File: config.mk
export PLATFORM = sky130hd
export DESIGN_NAME = mem_req_arbiter_flat
export DESIGN_NICKNAME = d
export VERILOG_FILES = /design/src/rtl/mem_req_arbiter_if.sv /design/src/rtl/mem_req_arbiter.sv /design/src/flat_wrapper.sv
export SDC_FILE = /design/constraint.sdc
export NUM_CORES = 1
export LEC_CHECK = 0
export BUFFER_PORTS_ARGS = -buffer_cell sky130_fd_sc_hd__buf_2
export CORE_AREA = 3 3 63 65
export CTS_BUF_LIST = sky130_fd_sc_hd__clkbuf_4
export DETAILED_ROUTE_END_ITERATION = 7
export DIE_AREA = 0 0 66 68
export PLACE_DENSITY = 0.82
export SYNTH_ARGS = -nofsm -noshare
export SYNTH_HDL_FRONTEND = slang
export SYNTH_SLANG_ARGS = --single-unit
export TNS_END_PERCENT = 5
File: constraint.sdc
create_clock -name clock -period 6.5 [get_ports clock]
set_input_delay 1.3 -clock clock [delete_from_list [all_inputs] [get_ports clock]]
set_output_delay 1.3 -clock clock [all_outputs]
set_load 0.005 [all_outputs]
File: src/rtl/mem_req_arbiter_if.sv
// Command-port bundle between the AXI read/write paths, the arbiter and the SDRAM controller.
// The slave modport is the arbiter view. The master modport is the surrounding-logic view.
interface mem_req_arbiter_if #(
    parameter int unsigned ADDRS = 32,
    parameter int unsigned REQID = 4
);
    logic             wr_store_i;
    logic             wr_accept_o;
    logic             wr_seq_i;
    logic [REQID-1:0] wr_id_i;
    logic [ADDRS-1:0] wr_addr_i;
    logic             rd_fetch_i;
    logic             rd_accept_o;
    logic             rd_seq_i;
    logic [REQID-1:0] rd_id_i;
    logic [ADDRS-1:0] rd_addr_i;
    logic             ctl_req_o;
    logic             ctl_rdy_i;
    logic             ctl_wrn_o;
    logic             ctl_seq_o;
    logic [REQID-1:0] ctl_id_o;
    logic [ADDRS-1:0] ctl_addr_o;

    modport master (
        output wr_store_i, wr_seq_i, wr_id_i, wr_addr_i,
        output rd_fetch_i, rd_seq_i, rd_id_i, rd_addr_i, ctl_rdy_i,
        input  wr_accept_o, rd_accept_o,
        input  ctl_req_o, ctl_wrn_o, ctl_seq_o, ctl_id_o, ctl_addr_o
    );

    modport slave (
        input  wr_store_i, wr_seq_i, wr_id_i, wr_addr_i,
        input  rd_fetch_i, rd_seq_i, rd_id_i, rd_addr_i, ctl_rdy_i,
        output wr_accept_o, rd_accept_o,
        output ctl_req_o, ctl_wrn_o, ctl_seq_o, ctl_id_o, ctl_addr_o
    );
endinterface

File: src/rtl/mem_req_arbiter.sv
// Shares the SDRAM controller command port between the AXI write and read paths.
// Bursts are kept contiguous, and the number of consecutive bursts a source may win is bounded.
module mem_req_arbiter #(
    parameter int unsigned ADDRS      = 32,
    parameter int unsigned REQID      = 4,
    parameter int unsigned LOCK_WAIT  = 3,
    parameter int unsigned MAX_BURSTS = 4,
    parameter int unsigned READ_FIRST = 1
) (
    input logic              clock,
    input logic              reset,
    mem_req_arbiter_if.slave bus
);
    localparam int unsigned WW = (LOCK_WAIT > 1) ? $clog2(LOCK_WAIT) : 1;
    localparam int unsigned BW = $clog2(MAX_BURSTS + 1);
    localparam logic [WW-1:0] WAIT_LAST = WW'(LOCK_WAIT - 1);
    localparam logic [BW-1:0] BURST_MAX = BW'(MAX_BURSTS);

    typedef enum logic [1:0] {
        ST_IDLE  = 2'd0,
        ST_WRITE = 2'd1,
        ST_READ  = 2'd2
    } state_t;

    state_t           state;
    state_t           grant;
    logic [WW-1:0]    wait_cnt;
    logic [BW-1:0]    burst_cnt;
    logic             wr_block;
    logic             rd_block;
    logic             req_mux;
    logic             wrn_mux;
    logic             seq_mux;
    logic [REQID-1:0] id_mux;
    logic [ADDRS-1:0] addr_mux;

    // Holding reset forces the idle view so nothing is accepted while reset is high.
    assign grant = reset ? ST_IDLE : state;

    // A new-burst head is withheld once the owner has used up its quota and the other side waits.
    assign wr_block = bus.wr_store_i & ~bus.wr_seq_i & bus.rd_fetch_i & (burst_cnt >= BURST_MAX);
    assign rd_block = bus.rd_fetch_i & ~bus.rd_seq_i & bus.wr_store_i & (burst_cnt >= BURST_MAX);

    always_comb begin
        req_mux  = 1'b0;
        wrn_mux  = 1'b0;
        seq_mux  = 1'b0;
        id_mux   = '0;
        addr_mux = '0;
        case (grant)
            ST_WRITE: begin
                req_mux  = bus.wr_store_i & ~wr_block;
                wrn_mux  = 1'b1;
                seq_mux  = bus.wr_seq_i;
                id_mux   = bus.wr_id_i;
                addr_mux = bus.wr_addr_i;
            end
            ST_READ: begin
                req_mux  = bus.rd_fetch_i & ~rd_block;
                seq_mux  = bus.rd_seq_i;
                id_mux   = bus.rd_id_i;
                addr_mux = bus.rd_addr_i;
            end
            default: ;
        endcase
    end

    assign bus.ctl_req_o   = req_mux;
    assign bus.ctl_wrn_o   = wrn_mux;
    assign bus.ctl_seq_o   = seq_mux;
    assign bus.ctl_id_o    = id_mux;
    assign bus.ctl_addr_o  = addr_mux;
    assign bus.wr_accept_o = (grant == ST_WRITE) & req_mux & bus.ctl_rdy_i;
    assign bus.rd_accept_o = (grant == ST_READ) & req_mux & bus.ctl_rdy_i;

    always_ff @(posedge clock) begin
        if (reset) begin
            state     <= ST_IDLE;
            wait_cnt  <= '0;
            burst_cnt <= '0;
        end else begin
            case (state)
                ST_IDLE: begin
                    wait_cnt  <= '0;
                    burst_cnt <= '0;
                    if (bus.rd_fetch_i && (READ_FIRST != 0 || !bus.wr_store_i)) begin
                        state <= ST_READ;
                    end else if (bus.wr_store_i) begin
                        state <= ST_WRITE;
                    end
                end
                ST_WRITE: begin
                    if (wr_block) begin
                        state     <= ST_READ;
                        wait_cnt  <= '0;
                        burst_cnt <= '0;
                    end else if (bus.ctl_rdy_i) begin
                        if (bus.wr_store_i) begin
                            wait_cnt <= '0;
                            if (!bus.wr_seq_i && burst_cnt < BURST_MAX) begin
                                burst_cnt <= burst_cnt + 1'b1;
                            end
                        end else if (wait_cnt == WAIT_LAST) begin
                            state     <= bus.rd_fetch_i ? ST_READ : ST_IDLE;
                            wait_cnt  <= '0;
                            burst_cnt <= '0;
                        end else begin
                            wait_cnt <= wait_cnt + 1'b1;
                        end
                    end
                end
                ST_READ: begin
                    if (rd_block) begin
                        state     <= ST_WRITE;
                        wait_cnt  <= '0;
                        burst_cnt <= '0;
                    end else if (bus.ctl_rdy_i) begin
                        if (bus.rd_fetch_i) begin
                            wait_cnt <= '0;
                            if (!bus.rd_seq_i && burst_cnt < BURST_MAX) begin
                                burst_cnt <= burst_cnt + 1'b1;
                            end
                        end else if (wait_cnt == WAIT_LAST) begin
                            state     <= bus.wr_store_i ? ST_WRITE : ST_IDLE;
                            wait_cnt  <= '0;
                            burst_cnt <= '0;
                        end else begin
                            wait_cnt <= wait_cnt + 1'b1;
                        end
                    end
                end
                default: begin
                    state     <= ST_IDLE;
                    wait_cnt  <= '0;
                    burst_cnt <= '0;
                end
            endcase
        end
    end
endmodule

File: src/flat_wrapper.sv
// flat-port wrapper written by rule: the top's interface ports become plain ports
module mem_req_arbiter_flat 
#(
    parameter int unsigned ADDRS      = 32,
    parameter int unsigned REQID      = 4,
    parameter int unsigned LOCK_WAIT  = 3,
    parameter int unsigned MAX_BURSTS = 4,
    parameter int unsigned READ_FIRST = 1
)
  (clock, reset, bus_wr_store_i, bus_wr_seq_i, bus_wr_id_i, bus_wr_addr_i, bus_rd_fetch_i, bus_rd_seq_i, bus_rd_id_i, bus_rd_addr_i, bus_ctl_rdy_i, bus_wr_accept_o, bus_rd_accept_o, bus_ctl_req_o, bus_ctl_wrn_o, bus_ctl_seq_o, bus_ctl_id_o, bus_ctl_addr_o);
  mem_req_arbiter_if #(.ADDRS(ADDRS), .REQID(REQID)) bus_i ();
  input logic clock;
  input logic reset;
  input wire logic [$bits(bus_i.wr_store_i)-1:0] bus_wr_store_i;
  input wire logic [$bits(bus_i.wr_seq_i)-1:0] bus_wr_seq_i;
  input wire logic [$bits(bus_i.wr_id_i)-1:0] bus_wr_id_i;
  input wire logic [$bits(bus_i.wr_addr_i)-1:0] bus_wr_addr_i;
  input wire logic [$bits(bus_i.rd_fetch_i)-1:0] bus_rd_fetch_i;
  input wire logic [$bits(bus_i.rd_seq_i)-1:0] bus_rd_seq_i;
  input wire logic [$bits(bus_i.rd_id_i)-1:0] bus_rd_id_i;
  input wire logic [$bits(bus_i.rd_addr_i)-1:0] bus_rd_addr_i;
  input wire logic [$bits(bus_i.ctl_rdy_i)-1:0] bus_ctl_rdy_i;
  output wire logic [$bits(bus_i.wr_accept_o)-1:0] bus_wr_accept_o;
  output wire logic [$bits(bus_i.rd_accept_o)-1:0] bus_rd_accept_o;
  output wire logic [$bits(bus_i.ctl_req_o)-1:0] bus_ctl_req_o;
  output wire logic [$bits(bus_i.ctl_wrn_o)-1:0] bus_ctl_wrn_o;
  output wire logic [$bits(bus_i.ctl_seq_o)-1:0] bus_ctl_seq_o;
  output wire logic [$bits(bus_i.ctl_id_o)-1:0] bus_ctl_id_o;
  output wire logic [$bits(bus_i.ctl_addr_o)-1:0] bus_ctl_addr_o;
  assign bus_i.wr_store_i = bus_wr_store_i;
  assign bus_i.wr_seq_i = bus_wr_seq_i;
  assign bus_i.wr_id_i = bus_wr_id_i;
  assign bus_i.wr_addr_i = bus_wr_addr_i;
  assign bus_i.rd_fetch_i = bus_rd_fetch_i;
  assign bus_i.rd_seq_i = bus_rd_seq_i;
  assign bus_i.rd_id_i = bus_rd_id_i;
  assign bus_i.rd_addr_i = bus_rd_addr_i;
  assign bus_i.ctl_rdy_i = bus_ctl_rdy_i;
  assign bus_wr_accept_o = bus_i.wr_accept_o;
  assign bus_rd_accept_o = bus_i.rd_accept_o;
  assign bus_ctl_req_o = bus_i.ctl_req_o;
  assign bus_ctl_wrn_o = bus_i.ctl_wrn_o;
  assign bus_ctl_seq_o = bus_i.ctl_seq_o;
  assign bus_ctl_id_o = bus_i.ctl_id_o;
  assign bus_ctl_addr_o = bus_i.ctl_addr_o;
  mem_req_arbiter #(.ADDRS(ADDRS), .REQID(REQID), .LOCK_WAIT(LOCK_WAIT), .MAX_BURSTS(MAX_BURSTS), .READ_FIRST(READ_FIRST)) u_core (.clock(clock), .reset(reset), .bus(bus_i));
endmodule
Word-level counts from Yosys, hierarchy flattened
Index checks and enable logic that the tools add are counted.
W data, S select, Z words.
{"block": "classes", "reduce_logical": 8, "muxes": 37, "n_eq_ne": 14, "n_lt_le_gt_ge": 2, "bitwise": 16, "add_sub_neg": 2}
{"cell": "$pmux W32 S2", "n": 1}
{"cell": "$mux W2", "n": 19}
{"cell": "$mux W3", "n": 9}
{"cell": "$and A1 B1 Y1", "n": 12}
{"cell": "$ne A3 B2 Y1 const B", "n": 4}
{"cell": "$ne A4 B2 Y1 const B", "n": 2}
{"cell": "$pmux W4 S2", "n": 1}
{"cell": "$reduce_and A7 Y1", "n": 1}
{"cell": "$eq A2 B2 Y1 const B", "n": 3}
{"cell": "$ne A3 B1 Y1 const B", "n": 2}
{"cell": "$pmux W2 S3", "n": 1}
{"cell": "$pmux W3 S2", "n": 1}
{"cell": "$eq A2 B1 Y1 const B", "n": 2}
{"cell": "$not A1 Y1", "n": 4}
{"cell": "$pmux W1 S2", "n": 2}
{"cell": "$pmux W2 S2", "n": 1}
{"cell": "$reduce_and A4 Y1", "n": 1}
{"cell": "$add A3 B1 Y3 const B", "n": 1}
{"cell": "$ge A3 B3 Y1 const B", "n": 1}
{"cell": "$lt A3 B3 Y1 const B", "n": 1}
{"cell": "$ne A3 B3 Y1 const B", "n": 1}
{"cell": "$add A2 B1 Y2 const B", "n": 1}
{"cell": "$logic_and A1 B1 Y1", "n": 2}
{"cell": "$logic_not A1 Y1", "n": 2}
{"cell": "3 further kinds", "n": 4}
{"block": "totals", "word_cells": 82, "output_inout_bits": 41, "ff_bits": 7}

Logic depth before layout (Yosys ltp)
Gate-level depths: netlist (run 1).
{"block": "logic_depth", "ltp_word": 9, "ltp_mapped": 9}

Worst setup path before layout (run 1)
Ideal clock, no wire load.
{"block": "synth_timing", "path_type": "in2out", "from": "input port reset", "to": "output port bus_ctl_addr_o[12]", "cell_stages": 8, "n_path_buf": 3, "arrival_ns": 2.726, "slack_ns": 2.474, "cell_sequence": "clkbuf_1 inv_1 nand2_1 ha_1 clkbuf_1 clkbuf_1 a22oi_1 nor2_1"}
{"block": "synth_via", "elab_chain_len": 3}
{"element": "start, declared", "line": "flat_wrapper.sv:13", "source": "input logic reset;"}
{"element": "$mux W2 (*)", "line": "mem_req_arbiter.sv:38", "source": "assign grant = reset ? ST_IDLE : state;"}
{"element": "$eq A2 B2 Y1 or $eq A2 B1 Y1 (tied branches)", "line": "mem_req_arbiter.sv:50", "source": "case (grant)"}
{"element": "$pmux W32 S2 (*)", "line": "mem_req_arbiter.sv:50"}
{"element": "end, declared", "line": "flat_wrapper.sv:29", "source": "output wire logic [$bits(bus_i.ctl_addr_o)-1:0] bus_ctl_addr_o;"}
Every way passes the cells marked *; elsewhere a longest branch is shown, timed or not.

Worst setup path in the final report (run 1)
{"block": "layout_timing", "from": "input port reset", "to": "output port bus_wr_accept_o"}
{"block": "layout_via", "elab_chain_len": 5}
{"element": "$mux W2 (*)", "line": "mem_req_arbiter.sv:38"}
{"element": "$eq A2 B2 Y1 or $eq A2 B1 Y1 (tied branches)", "line": "mem_req_arbiter.sv:50, mem_req_arbiter.sv:73"}
{"element": "$pmux W1 S2", "line": "mem_req_arbiter.sv:50"}
{"element": "$and A1 B1 Y1 (*) (2 in series)", "line": "mem_req_arbiter.sv:73", "source": "assign bus.wr_accept_o = (grant == ST_WRITE) & req_mux & bus.ctl_rdy_i;"}
{"element": "end, declared", "line": "flat_wrapper.sv:23", "source": "output wire logic [$bits(bus_i.wr_accept_o)-1:0] bus_wr_accept_o;"}
Marks and branches as above.

==> reports/qor.csv, run 1 <==
stage,metric,value,unit
clock_network,H-tree levels,1,
synth,Syn Inst Count,183,
flow_run,Max Cap Viol,0,
sta,unrepaired setup endpoints after global routing,no,
synth,prevailing post-synth register cell,dfxtp_1,
floorplan,initial core utilization,35.4,%
power,pwr dens,186,mW/mm²
global_route,GRT Util Overall,18.3,%
sta,Fin Hold WS,499,ps
synth,register bit total from synthesis,7,
floorplan,core area,0.00339,mm²
synth,number of distinct library cells after synthesis,38,
power,leakage,0.940,nW
status,status,completed,
global_route,first-pass GRT wire length,6660,µm
floorplan,Die X,66,µm
sta,Max Slew Vio Count,0,
clock_network,Post-CTS Setup Inserts,0,
global_route,vias in the first global route,1515,
cells_and_area,area delta synth->final,51.9,%
synth,"Net Count, Synth",270,
clock_network,Clock transition at path regs,50,ps
clock_network,CTS tree,built,
place,HPWL after DPL,3840,µm
worst_setup_path,CP required,5200,ps
worst_setup_path,CP Max Fanout,38,
sta,slew margin rel.,26.5,%
worst_setup_path,CP endpoint kind,output pin,
floorplan,I/O pin cnt,120,
synth,largest cells by area after synthesis,"a22oi_1 (23%), nor2_1 (13%), dfxtp_1 (12%)",
sta,clk_skew,3.33,ps
synth,largest family of logic cells by synthesized area,compound AO/OA/AOI/OAI gates,
route,drt pass-1 iters,4,
synth,adder-cell share of the synthesized area,8.33,%
global_route,initial antenna violation count,0,
synth,Synth top area share,23.1,%
worst_setup_path,crit path kind,input port to output pin,
sta,crit path time final,4580,ps
sta,Sum Neg Setup Slack,0,ps
synth,"Cell Area, Synth",0.00120,mm²
cells_and_area,layout cells sized above 1,45.2,%
floorplan,die height,68,µm
synth,"Async S/R FF share, synth",0,%
route,Routed Antenna Nets,0,
worst_hold_path,Hold Path Class,flop to flop,
global_route,largest net degree at the start of global routing,41,
route,DRT iter0 DRCs,83,
floorplan,die area,0.00449,mm²
clock_network,Resized Gates After CTS,0,
synth,Post-Synth XOR/XNOR Area,0,%
synth,Synth Area in Compound Gates,35.9,%
synth,register area share after synthesis,11.7,%
synth,Post-Synth Simple-Gate Area,31.5,%
synth,synth warn,0,
place,Final Wtd Congestion,0.912,
route,DR vias/cell,5.16,
floorplan,Rows,21,
power,maximum VDD drop,195,µV
route,WL/cell,14.2,µm
cells_and_area,Antenna Cells,0,
synth,Post-synth EDFFs,0,
sta,Final Hold Fails,0,
route,Remaining DRCs,0,
synth,most area-hungry cell type in the Yosys netlist,a22oi_1,
sta,Tightest Pin Transition,1100,ps
sta,final setup fails,0,
sta,fin crit share,70.4,%
clock_network,TritonCTS buffer count,3,
place,IO Port Bufs,119,
worst_setup_path,CP arrival,3280,ps
clock_network,total clock sinks,7,
sta,f_max,218,MHz
route,total number of vias,1745,
cells_and_area,number of fill cells in the layout,325,
clock_network,Worst-Skew Late Latency,250,ps
clock_network,Max clock buf depth,2,
global_route,gr ovfl total,0,
cells_and_area,nets@finish,380,
synth,syn_area_per_cell,6.56,µm²
worst_setup_path,crit start category,input port,
clock_network,Root Buffer,clkbuf_4,
route,final WL,4790,µm
clock_network,hold-fix buffers at CTS,0,
synth,mux cell area share after synthesis,2.92,%
## final timing paths
kind              slack, ps  depth (start not counted)                   to                start
setup / recovery       1920                          8      bus_wr_accept_o                reset
hold / removal          500                          2  u_core.burst_cnt[1]  u_core.burst_cnt[1]
setup reg to reg       4640                          5      u_core.state[0]  u_core.burst_cnt[2]
hold reg to reg         500                          2  u_core.burst_cnt[1]  u_core.burst_cnt[1]
## layout by cell type, fill, tap and decap left out, drive strengths merged
cell and n:
and2b 2, a41o 1, mux2 1, o211ai 3
nor2 42, or3 2, nand2b 2, nor4 1
nand4 1, or2b 1, ha 8, a32o 1
o21a 1, dfxtp 7, o21ai 3, buf 121
nand2 11, nand3 2, a21boi 1, and3 2
a32oi 1, o31ai 2, clkbuf 4, o22ai 1
nand4b 3, nor3 3, nor3b 2, inv 11
mux2i 2, a22oi 37, a21oi 10, nor2b 3
## power breakdown
| group | leakage (nW) | total, mW | internal (mW) | switching, mW |
|---|---|---|---|---|
| Clock | 0.0184 | 0.0423 | 0.0275 | 0.0148 |
| Sequential | 0.0568 | 0.0554 | 0.0495 | 0.00590 |
| Combinational | 0.865 | 0.241 | 0.104 | 0.137 |
| Total | 0.940 | 0.339 | 0.181 | 0.158 |
## metal layers
metal  up-vias  GRT usage (%)  share of wire (%)
met5         -              0                  0
met1       781           22.2                 38
li1        880              -                  -
met2        76           32.4                 51
met4         0           7.61                1.5
met3         8           2.63                9.0
## kinds of logic after synthesis
kind of cell,count (synthesis)
flip-flops,7
adder cells (fa/ha/maj),8
AND/OR/NAND/NOR,77
AO/OA/AOI/OAI,61
buffers and inverters,27
multiplexers,3
## cell usage after synthesis (2+ instances only)
library cell and n:
nand2_1 11, nor2b_1 2, a21oi_1 10, nand2b_1 2, o21ai_0 3, nor2_1 42, o211ai_1 3, a22oi_1 37
dfxtp_1 7, buf_4 2, nand3_1 2, o31ai_1 2, inv_1 11, clkbuf_1 10, buf_1 3, mux2i_1 2
and3_1 2, nor3_1 2, nand4b_1 3, nor3b_1 2, ha_1 8
## cell type report
class | instances | area, µm² | area share [%]
clock buffer | 4 | 30.0 | 1.65
inverter | 11 | 41.3 | 2.26
multi-input combinational | 149 | 945 | 51.8
sequential | 7 | 140 | 7.68
tap | 46 | 57.6 | 3.16
timing repair buffer | 121 | 611 | 33.5
## critical path: stages
cell and delay (ps):
buf_2 150, inv_1 100, nand2_1 120, inv_1 60
ha_1 1010, a21oi_1 160, and3_1 250, buf_2 120
## sequential cells by signal, summed over array words and instances (netlist names)
signal and count:
u_core.burst_cnt 3, u_core.wait_cnt 2, u_core.state 2
## per-stage QoR
stage | total power, mW | setup slack, ps | util, % | cell area, µm² | std cells
global route | 0.374 | 1720 | 53.8 | 1820 | 338
detailed placement | 0.297 | 1920 | 52.9 | 1790 | 334
floorplan | 0.230 | 2470 | - | 1200 | 183
CTS | 0.341 | 1930 | 53.8 | 1820 | 338
finish | 0.339 | 1920 | 53.8 | 1820 | 338
global placement | 0.291 | 2010 | 52.9 | 1790 | 334
Power figures use the tool's default switching activity.
==> inputs of run 2 (changes only) <==
--- a/config.mk
+++ b/config.mk
@@ -6,11 +6,11 @@
 export NUM_CORES = 1
 export LEC_CHECK = 0
 export BUFFER_PORTS_ARGS = -buffer_cell sky130_fd_sc_hd__buf_2
-export CORE_AREA = 3 3 63 65
+export CORE_AREA = 3 3 64 66
 export CTS_BUF_LIST = sky130_fd_sc_hd__clkbuf_4
 export DETAILED_ROUTE_END_ITERATION = 7
-export DIE_AREA = 0 0 66 68
-export PLACE_DENSITY = 0.82
+export DIE_AREA = 0 0 67 69
+export PLACE_DENSITY = 0.83
 export SYNTH_ARGS = -nofsm -noshare
 export SYNTH_HDL_FRONTEND = slang
 export SYNTH_SLANG_ARGS = --single-unit
==> constraint.sdc (replaced) <==
create_clock -name clock -period 3.8 [get_ports clock]
set_input_delay 0.76 -clock clock [delete_from_list [all_inputs] [get_ports clock]]
set_output_delay 0.76 -clock clock [all_outputs]
set_load 0.005 [all_outputs]
==> run 2 against run 1 <==
Compared with the run above: clock skew shrank 1.5 ps; combinational power rose by 73%; total power grew 73%; critical path depth did not move; global-route usage is 0.68 points lower.
==> reports/qor.csv, run 2 (synthesis results as in run 1) <==
stage,metric,value,unit,change
clock_network,H-tree levels,1,,unchanged
worst_setup_path,CP Cell Sequence,buf_2 -> inv_1 -> nand2_1 -> inv_1 -> ha_1 -> buf_4 -> nor2_1 -> buf_2,,
floorplan,I/O pin cnt,120,,unchanged
sta,unrepaired setup endpoints after global routing,no,,
cells_and_area,most frequent cells in the layout,"buf_2 (119), nor2_1 (42), a22oi_1 (37), inv_1 (11), nand2_1 (11)",,
power,pwr dens,318,mW/mm²,+71%
worst_setup_path,crit start category,input port,,
sta,Tightest Pin Transition,383,ps,-719 ps
global_route,largest net degree at the start of global routing,39,,-4.9%
floorplan,die height,69,µm,+1.5%
worst_setup_path,CP Max Fanout,27,,-29%
flow_run,Max Cap Viol,0,,unchanged
sta,clk_skew,1.85,ps,-1.48 ps
power,Pint,0.318,mW,+75%
floorplan,Die X,67,µm,+1.5%
power,combinational share of power,71.4,%,+0.2 points
power,maximum VDD drop,240,µV,+23%
route,DR vias/cell,5.12,,-0.78%
floorplan,core area,0.00363,mm²,+7.2%
global_route,first-pass GRT wire length,6670,µm,+0.21%
clock_network,Post-CTS Setup Inserts,0,,unchanged
clock_network,Root Buffer,clkbuf_4,,
sta,f_max,328,MHz,
clock_network,CTS tree,built,,
sta,final setup fails,0,,unchanged
worst_setup_path,crit path kind,input port to output pin,,
place,HPWL after DPL,3580,µm,-6.8%
floorplan,initial core utilization,33.1,%,-2.4 points
clock_network,Clock transition at path regs,50,ps,about the same
worst_setup_path,CP max stage delay,510,ps,-500 ps
route,DRT iter0 DRCs,69,,-17%
sta,Final Hold Fails,0,,unchanged
route,Remaining DRCs,0,,unchanged
place,IO Port Bufs,119,,unchanged
global_route,GRT Util Overall,17.6,%,-0.68 points
sta,fin crit share,80.2,%,
route,WL/cell,12.9,µm,-8.9%
power,Clk pwr share,12.4,%,about the same
status,status,completed,,
cells_and_area,Seq. cell area,140,µm²,unchanged
clock_network,Resized Gates After CTS,0,,unchanged
worst_hold_path,Hold Path Class,flop to flop,,
sta,Max Slew Vio Count,0,,unchanged
power,leakage,0.950,nW,+1.0%
clock_network,total clock sinks,7,,unchanged
cells_and_area,max FFs per register,3,,unchanged
worst_setup_path,CP arrival,2290,ps,-990 ps
sta,Sum Neg Setup Slack,0,ps,unchanged
worst_setup_path,CP endpoint kind,output pin,,
clock_network,Worst-Skew Late Latency,250,ps,about the same
floorplan,Rows,22,,+4.8%
cells_and_area,top flop regs,"u_core.burst_cnt x3, u_core.state x2, u_core.wait_cnt x2",,
cells_and_area,area delta synth->final,53.5,%,
sta,slew margin rel.,74.5,%,+48 points
route,Routed Antenna Nets,0,,unchanged
cells_and_area,layout cells sized above 1,45.6,%,+0.37 points
global_route,vias in the first global route,1594,,+5.2%
cells_and_area,Biggest register,u_core.burst_cnt,,
route,final WL,4430,µm,-7.6%
clock_network,hold-fix buffers at CTS,0,,unchanged
clock_network,TritonCTS buffer count,3,,unchanged
power,Seq pwr share,16.2,%,-0.2 points
sta,Fin Hold WS,503,ps,+3.98 ps
cells_and_area,number of fill cells in the layout,376,,+16%
cells_and_area,"commonest non-fill, non-tap cell in the layout",buf_2,,
worst_setup_path,"Slowest-stage cell, CP",ha_1,,
place,Final Wtd Congestion,0.865,,-5.1%
route,drt pass-1 iters,4,,unchanged
clock_network,Max clock buf depth,2,,unchanged
cells_and_area,Multi-input gate area,945,µm²,unchanged
worst_setup_path,CP required,3040,ps,-2160 ps
power,net load switching power,0.268,mW,+70%
power,Sw Ratio,45.8,%,-0.69 points
sta,crit path time final,3050,ps,
global_route,initial antenna violation count,1,,+1
cells_and_area,nets@finish,382,,+0.53%
route,total number of vias,1757,,+0.69%
floorplan,die area,0.00462,mm²,+3.0%
global_route,gr ovfl total,0,,unchanged
-- run 2: routing by layer --
layer  global-route usage, %  share of wire [%]
met1                    18.6                 38
met2                    33.7                 50
met3                    3.42                 10
met4                    5.18               0.95
met5                       0                  0
-- run 2: worst paths after layout --
path	start	depth (start not counted)	slack (ps)	to
max	reset	8	750	bus_ctl_addr_o[22]
min	u_core.burst_cnt[1]	2	500	u_core.burst_cnt[1]
max reg2reg	u_core.burst_cnt[2]	5	1980	u_core.state[0]
min reg2reg	u_core.burst_cnt[1]	2	500	u_core.burst_cnt[1]
-- run 2: power by group through the flow --
stage	registers, mW	clock network (mW)	logic [mW]
final	0.0950	0.0725	0.418
after global routing	0.0972	0.0784	0.465
after CTS	0.0951	0.0765	0.419
after detailed placement	0.0966	0	0.418
after global placement	0.0962	0	0.413
after floorplan	0.0940	0	0.300
-- run 2: worst max-delay path, delay by kind of cell --
family | cells | cell delay [ps]
AND/OR/NAND/NOR | 2 | 210
buffers and inverters | 5 | 790
adder cells (fa/ha/maj) | 1 | 510
-- run 2: area by class of cell --
cell class / instances / area share [%]
diodes: 1 / 0.136
clock buffers: 4 / 1.63
inverters: 11 / 2.24
multi-input cells: 149 / 51.2
flip-flops and latches: 7 / 7.60
well taps: 48 / 3.26
repair buffers: 123 / 33.9
-- run 2: metrics by stage --
step           area [µm²]  worst slack, ps  instances  utilization [%]  power [mW]
6_report             1840              751        343             50.8       0.586
5_1_grt              1840              535        343             50.8       0.641
4_1_cts              1840              739        342             50.7       0.591
3_5_place_dp         1810              747        338             49.9       0.515
3_3_place_gp         1810              753        338             49.9       0.510
2_1_floorplan        1200              854        183                -       0.394
